`src/rtl/hazard_pc_ctrl_pkg.sv`:
```
// Shared core definitions for the program-counter hazard controller.
// Holds the FSM state encoding and the core-wide width and step constants.
package hazard_pc_ctrl_pkg;

    localparam int XLEN    = 32;
    localparam int REG_AW  = 4;
    localparam int PC_STEP = 4;

    typedef enum logic [1:0] {
        RUN      = 2'd0,
        LD_STALL = 2'd1,
        MC_BUSY  = 2'd2
    } state_e;

endpackage

```
`src/rtl/hazard_pc_ctrl_hazard_detect.sv`:
```
// Register-dependency comparator between the instruction in ID and the one in EX.
// The hit output is raised only when EX actually writes a register that ID actually reads.
module hazard_detect
    import hazard_pc_ctrl_pkg::*;
#(
    parameter int AW = REG_AW
) (
    input  logic [AW-1:0] id_rs1,
    input  logic [AW-1:0] id_rs2,
    input  logic          id_use1,
    input  logic          id_use2,
    input  logic [AW-1:0] ex_rd,
    input  logic          ex_wb_en,
    output logic          hit
);

    logic match1_s;
    logic match2_s;

    // Per-operand source/destination match
    always_comb begin
        match1_s = id_use1 & (id_rs1 == ex_rd);
        match2_s = id_use2 & (id_rs2 == ex_rd);
        hit      = ex_wb_en & (match1_s | match2_s);
    end

endmodule

```
`src/rtl/hazard_pc_ctrl.sv`:
```
// Next-PC generation with load-use and multi-cycle-EX stalls and taken-branch redirects.
// Outputs are combinational from the registered state/counter and the current inputs.
module hazard_pc_ctrl
    import hazard_pc_ctrl_pkg::*;
#(
    parameter int              XLEN     = hazard_pc_ctrl_pkg::XLEN,
    parameter int              REG_AW   = hazard_pc_ctrl_pkg::REG_AW,
    parameter int              LD_LAT   = 1,
    parameter int              MC_CW    = 4,
    parameter logic [XLEN-1:0] RESET_PC = '0
) (
    input  logic              clk,
    input  logic              rst,
    input  logic [XLEN-1:0]   pc,
    input  logic [REG_AW-1:0] id_rs1,
    input  logic [REG_AW-1:0] id_rs2,
    input  logic              id_use1,
    input  logic              id_use2,
    input  logic [REG_AW-1:0] ex_rd,
    input  logic              ex_wb_en,
    input  logic              ex_is_load,
    input  logic              ex_br_taken,
    input  logic [XLEN-1:0]   ex_br_target,
    input  logic              ex_mc_start,
    input  logic [MC_CW-1:0]  ex_mc_lat,
    output logic [XLEN-1:0]   pcnext,
    output logic              add_stall,
    output logic              if_id_flush,
    output logic              id_ex_bubble,
    output logic              ex_hold,
    output logic              busy
);

    // Counter must hold both LD_LAT-2 (up to 5) and the multi-cycle latency
    localparam int CW = (MC_CW > 3) ? MC_CW : 3;

    state_e          state_r;
    state_e          state_next_s;
    logic [CW-1:0]   cnt_r;
    logic [CW-1:0]   cnt_next_s;
    logic            hit_s;
    logic            load_use_s;
    logic            mc_go_s;
    logic [XLEN-1:0] pc_inc_s;

    hazard_detect #(.AW(REG_AW)) u_detect (
        .id_rs1   (id_rs1),
        .id_rs2   (id_rs2),
        .id_use1  (id_use1),
        .id_use2  (id_use2),
        .ex_rd    (ex_rd),
        .ex_wb_en (ex_wb_en),
        .hit      (hit_s)
    );

    // Event qualification and sequential PC increment (wraps modulo 2**XLEN)
    always_comb begin
        pc_inc_s   = pc + XLEN'(PC_STEP);
        load_use_s = ex_is_load & hit_s;
        mc_go_s    = ex_mc_start & (ex_mc_lat > MC_CW'(1));
    end

    // State and counter registers with synchronous reset
    always_ff @(posedge clk) begin
        if (rst) begin
            state_r <= RUN;
            cnt_r   <= '0;
        end else begin
            state_r <= state_next_s;
            cnt_r   <= cnt_next_s;
        end
    end

    // Next-state, counter and output decode
    always_comb begin
        state_next_s = state_r;
        cnt_next_s   = cnt_r;
        pcnext       = pc_inc_s;
        add_stall    = 1'b0;
        if_id_flush  = 1'b0;
        id_ex_bubble = 1'b0;
        ex_hold      = 1'b0;
        busy         = 1'b0;
        if (rst) begin
            pcnext       = RESET_PC;
            state_next_s = RUN;
            cnt_next_s   = '0;
        end else begin
            case (state_r)
                RUN: begin
                    if (ex_br_taken) begin
                        pcnext       = ex_br_target;
                        if_id_flush  = 1'b1;
                        id_ex_bubble = 1'b1;
                    end else if (mc_go_s) begin
                        pcnext    = pc;
                        add_stall = 1'b1;
                        ex_hold   = 1'b1;
                        // Episode lasts lat-1 cycles: this one plus lat-2 in MC_BUSY,
                        // so MC_BUSY is loaded with the count of cycles after its first
                        if (ex_mc_lat > MC_CW'(2)) begin
                            cnt_next_s   = CW'(ex_mc_lat) - CW'(3);
                            state_next_s = MC_BUSY;
                        end else begin
                            state_next_s = RUN;
                        end
                    end else if (load_use_s) begin
                        pcnext       = pc;
                        add_stall    = 1'b1;
                        id_ex_bubble = 1'b1;
                        if (LD_LAT > 1) begin
                            cnt_next_s   = CW'(LD_LAT - 2);
                            state_next_s = LD_STALL;
                        end else begin
                            state_next_s = RUN;
                        end
                    end else begin
                        state_next_s = RUN;
                    end
                end
                LD_STALL: begin
                    pcnext       = pc;
                    id_ex_bubble = 1'b1;
                    busy         = 1'b1;
                    if (cnt_r == CW'(0)) begin
                        state_next_s = RUN;
                    end else begin
                        cnt_next_s = cnt_r - CW'(1);
                    end
                end
                MC_BUSY: begin
                    pcnext  = pc;
                    ex_hold = 1'b1;
                    busy    = 1'b1;
                    if (cnt_r == CW'(0)) begin
                        state_next_s = RUN;
                    end else begin
                        cnt_next_s = cnt_r - CW'(1);
                    end
                end
                default: begin
                    state_next_s = RUN;
                    cnt_next_s   = '0;
                end
            endcase
        end
    end

endmodule

```
`config.mk`:
```
export PLATFORM = sky130hd
export DESIGN_NAME = hazard_pc_ctrl
export DESIGN_NICKNAME = d
export VERILOG_FILES = /design/src/rtl/hazard_pc_ctrl_pkg.sv /design/src/rtl/hazard_pc_ctrl_hazard_detect.sv /design/src/rtl/hazard_pc_ctrl.sv
export SDC_FILE = /design/constraint.sdc
export NUM_CORES = 1
export LEC_CHECK = 0
export BUFFER_PORTS_ARGS = -buffer_cell sky130_fd_sc_hd__buf_4
export CORE_MARGIN = 5
export CORE_UTILIZATION = 41
export DETAILED_ROUTE_END_ITERATION = 10
export MAX_ROUTING_LAYER = met4
export PLACE_DENSITY = 0.75
export SYNTH_ARGS = -nofsm -noshare
export SYNTH_HDL_FRONTEND = slang
export SYNTH_SLANG_ARGS = --single-unit
```
`constraint.sdc`:
```
create_clock -name clk -period 1.7 [get_ports clk]
set_input_delay 0.17 -clock clk [delete_from_list [all_inputs] [get_ports clk]]
set_output_delay 0.17 -clock clk [all_outputs]
set_load 0.02 [all_outputs]
```
# Word level (Yosys, flattened, before mapping)
# Index checks and enable logic that the tools add are counted.
# word_totals
ff_bits,6
latch_bits,0
ram_bits,0
rom_bits,0
in_bits,88
output_inout_bits,37
mem_count,0
# classes
n_addsub,3
mul,0
n_div,0
order_cmp,2
n_eq_ne,9
n_shift,0
muxes,33
bitwise_logic,6
n_reduce_logical,5
# ops
operator,n
32-bit two-way mux,4
32-bit one-hot mux with 2 select lines,1
32-bit by 3-bit adder with 32-bit output (second input constant),1
1-bit two-way mux,16
4-bit two-way mux,4
4-bit == test,2
2-bit two-way mux,4
2-bit != test (second input constant),4
4-bit one-hot mux with 2 select lines,1
1-bit AND,5
4-bit by 1-bit > comparator with 1-bit output (second input constant),1
4-bit by 2-bit > comparator with 1-bit output (second input constant),1
4-bit zero test,1
1-bit one-hot mux with 2 select lines,2
2-bit one-hot mux with 2 select lines,1
4-bit AND reduction,1
4-bit by 1-bit subtractor with 4-bit output (second input constant),1
4-bit by 2-bit subtractor with 4-bit output (second input constant),1
2-bit by 1-bit == test with 1-bit output (second input constant),1
2-bit == test (second input constant),1
2-bit zero test,1
2-bit by 1-bit != test with 1-bit output (second input constant),1
2-bit AND reduction,1
2-bit OR reduction,1
1-bit bitwise OR,1

# Logic depth before layout (Yosys ltp)
# Gate-level depths: netlist of run 1.
# logic_depth
depth_word,10
ltp_mapped,9

# By module
# From an unflattened synthesis of run 1, not the netlist that was laid out.
# unflattened
cells_unflattened,322
area_unflattened_um2,1998.2
# modules_own_cells
mod,n_inst,cells_per_inst,area_per_inst_um2,seq_area_each_um2
hazard_pc_ctrl,1,310,1895.6,100.1
hazard_detect,1,12,102.6,0.0

# Least setup slack after synthesis of run 1
# Ideal clock, no wire load.
# synth_timing
kind,input port to output port
from,input ex_rd[1]
to,output pcnext[3]
arrival_ns,1.999
t_required_ns,1.530
slack_ns,-0.469
stages,7
n_path_buf,2
cell_sequence,xor2_1 > or4_1 > buf_6 > buf_6 > and3_1 > mux2i_1 > a211oi_1
# synth_between
elab_chain_len,10
# synth_rtl
element,line,rtl
"start, declared",hazard_pc_ctrl.sv:19,"input logic [REG_AW-1:0] ex_rd,"
"4-bit == test, on equally long branches","hazard_pc_ctrl_hazard_detect.sv:22, hazard_pc_ctrl_hazard_detect.sv:23",
"1-bit AND, on equally long branches","hazard_pc_ctrl_hazard_detect.sv:22, hazard_pc_ctrl_hazard_detect.sv:23",
1-bit bitwise OR (*),hazard_pc_ctrl_hazard_detect.sv:24,hit = ex_wb_en & (match1_s | match2_s);
1-bit AND (*),hazard_pc_ctrl_hazard_detect.sv:24,
1-bit AND (*),hazard_pc_ctrl.sv:59,load_use_s = ex_is_load & hit_s;
32-bit two-way mux (*),hazard_pc_ctrl.sv:107,end else if (load_use_s) begin
32-bit two-way mux (*),hazard_pc_ctrl.sv:95,end else if (mc_go_s) begin
32-bit two-way mux (*),hazard_pc_ctrl.sv:91,if (ex_br_taken) begin
32-bit one-hot mux with 2 select lines (*),hazard_pc_ctrl.sv:89,case (state_r)
32-bit two-way mux (*),hazard_pc_ctrl.sv:84,if (rst) begin
"end, declared",hazard_pc_ctrl.sv:26,"output logic [XLEN-1:0] pcnext,"
# Every way passes the cells marked *; elsewhere a longest branch is shown, timed or not.

# Final worst setup path of run 1
# layout_timing
from,input ex_mc_lat[0]
to,output pcnext[14]
# layout_between
elab_chain_len,6
# layout_rtl
element,line,rtl
"start, declared",hazard_pc_ctrl.sv:25,"input logic [MC_CW-1:0] ex_mc_lat,"
4-bit by 1-bit > comparator with 1-bit output,hazard_pc_ctrl.sv:60,mc_go_s = ex_mc_start & (ex_mc_lat > MC_CW'(1));
1-bit AND,hazard_pc_ctrl.sv:60,
32-bit two-way mux,hazard_pc_ctrl.sv:95,
32-bit two-way mux,hazard_pc_ctrl.sv:91,
32-bit one-hot mux with 2 select lines,hazard_pc_ctrl.sv:89,
32-bit two-way mux,hazard_pc_ctrl.sv:84,
# No other way between the ends.

==> results.py, run 1 <==
metrics = {
    "setup_path": {
        "cp-end-kind": "output port",
        "critPathMaxStageDelay_ps": 510,
        "crit_top_cell": "buf_6",
        "cp-startpoint": "ex_mc_lat[0]",
        "worstPathRequired_ps": 1530,
        "cp-start-kind": "input pin",
        "path_buf_inv": 4,
        "worst_path_max_delay_cell": "or4_4",
        "cp.arrival_ps": 2150,
        "crit_chain": "buf_12, inv_16, ha_4, nor2_2, o31a_1, nor3_4, buf_6, nand3_4, or4_4, a31oi_4, buf_6",
        "criticalPathCategory": "input pin to output port",
        "path_max_fanout": 4,
        "r2r_start": "cnt_r[0]$_SDFFE_PP0P_",
        "critPathTopFamily": "simple AND/OR/NAND/NOR gates",
    },
    "timing": {
        "setup_viol": 37,
        "period_needed_ps": 2320,
        "hold_viol": 0,
        "fin_skew_ps": 0.803,
        "setup_ws_ps": -618,
        "setup-tns-final_ps": -15240,
        "timing.hold.ws_ps": 332,
        "slew_violations": 0,
        "rsz0062_at_grt": "true",
        "finalCritPeriodShare_pct": 136,
        "worst_pin_slew_ps": 573,
        "slew_headroom_pct": 61.7,
        "fmax_mhz": 431,
    },
    "placed_design": {
        "gp_congestion": 0.984,
        "dp.cells": 565,
        "hpwl_um": 8080,
        "io_buffers": 124,
    },
    "hold_path": {
        "hold_class": "input pin to register",
        "hp-start": "ex_mc_lat[0]",
    },
    "final_layout": {
        "fillers": 202,
        "finalNonFillerCells": 592,
        "nets": 617,
        "antennaDiodeCount": 0,
        "drive_above_1_share_pct": 63.2,
        "areaGrowthSynthToFinish_pct": 118,
    },
    "grt": {
        "track_usage_pct": 32.9,
        "antenna_found_initial": 0,
        "overflow": 0,
        "grt_first_pass_wirelength_um": 16900,
        "grt_start_max_net_pins": 39,
        "grt_pass1_vias": 3557,
    },
    "die": {
        "die-area_um2": 6720,
        "rows": 26,
        "die_y_um": 82.0,
        "initial_utilization_pct": 41.9,
        "die_x_um": 82.0,
        "design.core.area_um2": 5070,
        "ios": 125,
    },
    "route": {
        "drt-total-wl_um": 13500,
        "wl_met1_um": 4700,
        "antenna_left": 0,
        "vias_per_cell": 6.72,
        "drtIter0Drc": 491,
        "route.detailed.drc": 0,
        "route.met3.wl_um": 1380,
        "num_vias": 3980,
        "top_layer": "met4",
        "met2_length_um": 6440,
        "firstDrtPassIters": 5,
        "wl_per_cell_um": 22.8,
    },
    "synth": {
        "ys_seq_area_share_pct": 4.71,
        "ys_warn_count": 0,
        "synth_cell_type_count": 64,
        "synth_ff_type": "dfxtp_1",
        "yosysTopAreaCell": "a22oi_1",
        "syn_nets": 406,
        "postSynthCellCount": 312,
        "synth_area_per_cell_um2": 6.81,
        "synth.top_cell.area_share_pct": 5.30,
        "synth_edf_count": 0,
        "ys_ff_latch": 5,
        "yosys-top-cells-area": "a22oi_1, nand4_1, dfxtp_1, nor2_1, a21oi_1",
        "synthesis.area_um2": 2120,
        "synth-async-reset-ratio_pct": 0,
    },
    "clock_tree": {
        "htreeDepth": 1,
        "clock-sinks": 5,
        "cts_tree": "built",
        "clk_pin_slew_ps": 40,
        "clock_latency_ps": 230,
        "cts_buffers": 3,
        "root_buffer": "clkbuf_8",
        "cts_hold_buffers": 0,
        "cts.path.max_buffers": 2,
    },
    "outcome": {
        "status": "finished, violations left",
        "violations": "negative setup slack",
    },
    "power": {
        "peakVddDrop_mv": 0.496,
        "p_leak_nw": 1.98,
        "totalPowerFinal_mw": 1.53,
        "powerDensity_nw_per_um2": 330,
    },
    "flow_run": {
        "maxCapViolCount": 0,
    },
}
==> stage by stage <==
stage / utilization (%) / setup slack, ps / cell area, um^2
after floorplan: - / -236 / 2500
after global placement: 78.4 / -591 / 3980
after detailed placement: 78.4 / -639 / 3980
after CTS: 85.3 / -527 / 4330
after global routing: 91.4 / -666 / 4640
final: 91.4 / -618 / 4640
==> power by group <==
| part | internal [mW] | total (mW) | switching, mW |
|---|---|---|---|
| Sequential | 0.127 | 0.137 | 0.00994 |
| Combinational | 0.559 | 1.16 | 0.606 |
| Clock | 0.162 | 0.227 | 0.0654 |
| Total | 0.847 | 1.53 | 0.681 |
==> cell type report <==
| class | instances | area [um^2] | area share [%] |
|---|---|---|---|
| timing repair buffer | 231 | 1970 | 42.5 |
| tap | 70 | 87.6 | 1.89 |
| inverter | 11 | 70.1 | 1.51 |
| multi-input combinational | 271 | 2360 | 50.9 |
| sequential | 5 | 104 | 2.24 |
| clock buffer | 4 | 45.0 | 0.971 |
==> worst paths after layout <==
kind / to / slack (ps) / cells past startpoint
worst max-delay path: pcnext[14] / -620 / 11
worst max register to register: cnt_r[2]$_SDFFE_PP0P_ / -10 / 7
worst min-delay path: cnt_r[0]$_SDFFE_PP0P_ / 330 / 4
worst min register to register: cnt_r[3]$_SDFFE_PP0P_ / 550 / 2
==> layer usage <==
layer / global-route usage (%) / up-vias
met5: - / -
met1: 35.4 / 1832
met3: 4.50 / 108
met4: 15.1 / 0
li1: - / 1656
met2: 59.5 / 384
==> sequential cells by signal, summed over array words and instances (netlist names) <==
register / count
cnt_r: 4
state_r: 1
==> logic make-up (layout without fill, tap and decap cells) <==
kind of cell    Yosys count  after routing  share of synthesized area [%]
simple gates            145            146                           40.2
flops                     5              5                           4.71
fa+ha+maj                 6              6                           3.53
buf+inv                  37            246                           11.2
xor+xnor                 12             12                           4.95
compound gates          100            100                           32.2
mux                       7              7                           3.30
==> cell usage after synthesis (all sizes together), types with 6 or more instances <==
master,count
nor3,10
and3,12
or4,9
nor2,28
clkbuf,15
nor4,6
mux2i,7
ha,6
nand4,19
buf,11
o211ai,8
nand2,17
nand3,17
o21ai,13
o22ai,6
xor2,9
inv,11
a211oi,8
a21oi,18
a22oi,15
a31oi,13
==> timing repair <==
action	CTS	global route
pin swaps	21	40
endpoints found under the setup margin	32	39
endpoints found under the hold margin	0	0
cloned	0	2
setup buffers	9	13
resized for setup	54	45
==> worst register-to-register path, cell delays in order, from the launching register on <==
cell	delay, ps
dfxtp_1	330
inv_1	120
ha_1	220
a31oi_1	120
a41oi_2	430
nor3_1	110
a21oi_1	160
a21oi_1	90
==> cells in the final DEF (no fill, tap or decap), types with 6 or more instances in the layout <==
cell type	n
nor2_1	20
nand3_1	11
nor3_1	6
xor2_1	9
nand4_1	18
a21oi_2	6
and3_1	9
or4_4	8
a22oi_1	14
a21oi_1	12
buf_4	179
a31oi_4	8
inv_1	7
nand2_1	17
o211ai_1	8
buf_6	46
Note: power is estimated with default switching activity, not from simulation.
==> run 2: changes to the inputs <==
- SETUP_SLACK_MARGIN: not set -> 0.15
==> results.py, run 2 (same netlist as run 1, synthesis figures left out) <==
metrics = {
    "timing": {
        "fmax_mhz": 433,
        "rsz0062_at_grt": "true",
        "setup_viol": 32,
        "hold_viol": 0,
        "worst_pin_slew_ps": 385,
        "period_needed_ps": 2310,
        "slew_violations": 0,
        "setup_ws_ps": -612,
        "slew_headroom_pct": 74.3,
        "finalCritPeriodShare_pct": 136,
        "fin_skew_ps": 2.73,
    },
    "flow_run": {
        "maxCapViolCount": 0,
    },
    "final_layout": {
        "ff_latch_area_um2": 104,
        "largest_reg_flops": 4,
        "top_regs": "cnt_r (4), state_r (1)",
        "regMostFlops": "cnt_r",
        "mostFrequentLayoutCells": "buf_4, buf_6, nor2_1, nand4_1, nand2_1",
        "drive_above_1_share_pct": 61.7,
        "fillers": 256,
        "multi_input_comb_area_um2": 2370,
        "areaGrowthSynthToFinish_pct": 113,
        "antennaDiodeCount": 0,
        "nets": 604,
        "mostFrequentLayoutCell": "buf_4",
        "stdcell_area_um2": 4530,
        "utilization_pct": 89.3,
    },
    "clock_tree": {
        "cts_tree": "built",
        "clock_latency_ps": 220,
        "cts.path.max_buffers": 2,
        "clk_pin_slew_ps": 40,
        "cts_hold_buffers": 0,
        "htreeDepth": 1,
        "root_buffer": "clkbuf_8",
        "cts_buffers": 3,
        "clock-sinks": 5,
    },
    "die": {
        "ios": 125,
        "die_x_um": 82.0,
        "die_y_um": 82.0,
        "initial_utilization_pct": 41.9,
        "rows": 26,
        "die-area_um2": 6720,
        "design.core.area_um2": 5070,
    },
    "route": {
        "antenna_left": 0,
        "num_vias": 3699,
        "drt-total-wl_um": 12100,
        "wl_per_cell_um": 20.9,
        "vias_per_cell": 6.39,
        "drtIter0Drc": 443,
        "route.detailed.drc": 0,
        "firstDrtPassIters": 5,
    },
    "setup_path": {
        "cp.arrival_ps": 2140,
        "cp-end-kind": "output port",
        "path_max_fanout": 5,
        "crit_top_cell": "buf_12",
        "criticalPathCategory": "input pin to output port",
        "worstPathRequired_ps": 1530,
        "worst_path_max_delay_cell": "or4_4",
        "crit_chain": "buf_12, inv_12, ha_4, nor2_2, o31a_1, nor3_4, nand3_4, buf_12, or4_4, a31oi_4, buf_6",
        "critPathMaxStageDelay_ps": 490,
        "cp-start-kind": "input pin",
    },
    "grt": {
        "grt_pass1_vias": 3506,
        "overflow": 0,
        "grt_first_pass_wirelength_um": 16900,
        "antenna_found_initial": 0,
        "grt_start_max_net_pins": 39,
        "track_usage_pct": 32.8,
    },
    "placed_design": {
        "io_buffers": 124,
        "hpwl_um": 7970,
        "gp_congestion": 0.986,
        "place_area_um2": 3930,
    },
    "power": {
        "p_leak_nw": 1.93,
        "powerDensity_nw_per_um2": 329,
        "peakVddDrop_mv": 0.629,
        "totalPowerFinal_mw": 1.49,
    },
    "hold_path": {
        "hold_class": "input pin to register",
    },
    "outcome": {
        "violations": "negative setup slack",
        "status": "finished, violations left",
    },
}
run 2: routing by layer:
layer  part of all wire [%]  up-vias  track usage [%]
met5                      0        -                -
met4                    4.5        0             11.3
met3                    8.3       64             2.41
met2                     50      257             58.5
met1                     37     1752             38.4
li1                       -     1626                -
run 2: final timing paths:
check,slack [ps],cells after the start,end,startpoint
min reg2reg,530,2,cnt_r[0]$_SDFFE_PP0P_,cnt_r[0]$_SDFFE_PP0P_
max reg2reg,90,6,cnt_r[0]$_SDFFE_PP0P_,cnt_r[0]$_SDFFE_PP0P_
min,420,5,cnt_r[0]$_SDFFE_PP0P_,ex_mc_lat[0]
max,-610,11,pcnext[16],ex_mc_lat[1]
run 2: layout make-up:
| class | count | area share [%] |
|---|---|---|
| inverters | 11 | 1.55 |
| clock buffers | 4 | 0.994 |
| repair buffers | 218 | 41.0 |
| flip-flops and latches | 5 | 2.29 |
| multi-input cells | 271 | 52.2 |
| well taps | 70 | 1.93 |
run 2: timing repair:
item                       in CTS  in global routing
pin swaps                      13                 31
gates cloned                    3                  0
resized for setup              52                 45
buffers inserted                3                  9
setup endpoints to repair      41                 41
run 2: metrics by stage:
stage / instances / TNS (ps) / hold WS, ps / setup slack (ps)
floorplan: 312 / -4060 / 390 / -236
global placement: 560 / -14110 / 485 / -608
detailed placement: 560 / -15490 / 496 / -618
CTS: 570 / -13040 / 415 / -602
global route: 579 / -15680 / 435 / -667
finish: 579 / -13740 / 422 / -612
run 2: report_power, final:
part	internal, mW	switching (mW)	total (mW)	leakage [nW]
combinational	0.546	0.587	1.13	1.86
clock	0.161	0.0600	0.221	0.0228
sequential	0.127	0.0106	0.138	0.0416
run 2: critical path: cells and delay by family:
kind | cells | cell delay, ps
compound gates | 2 | 470
fa+ha+maj | 1 | 130
buf+inv | 4 | 450
simple gates | 4 | 900
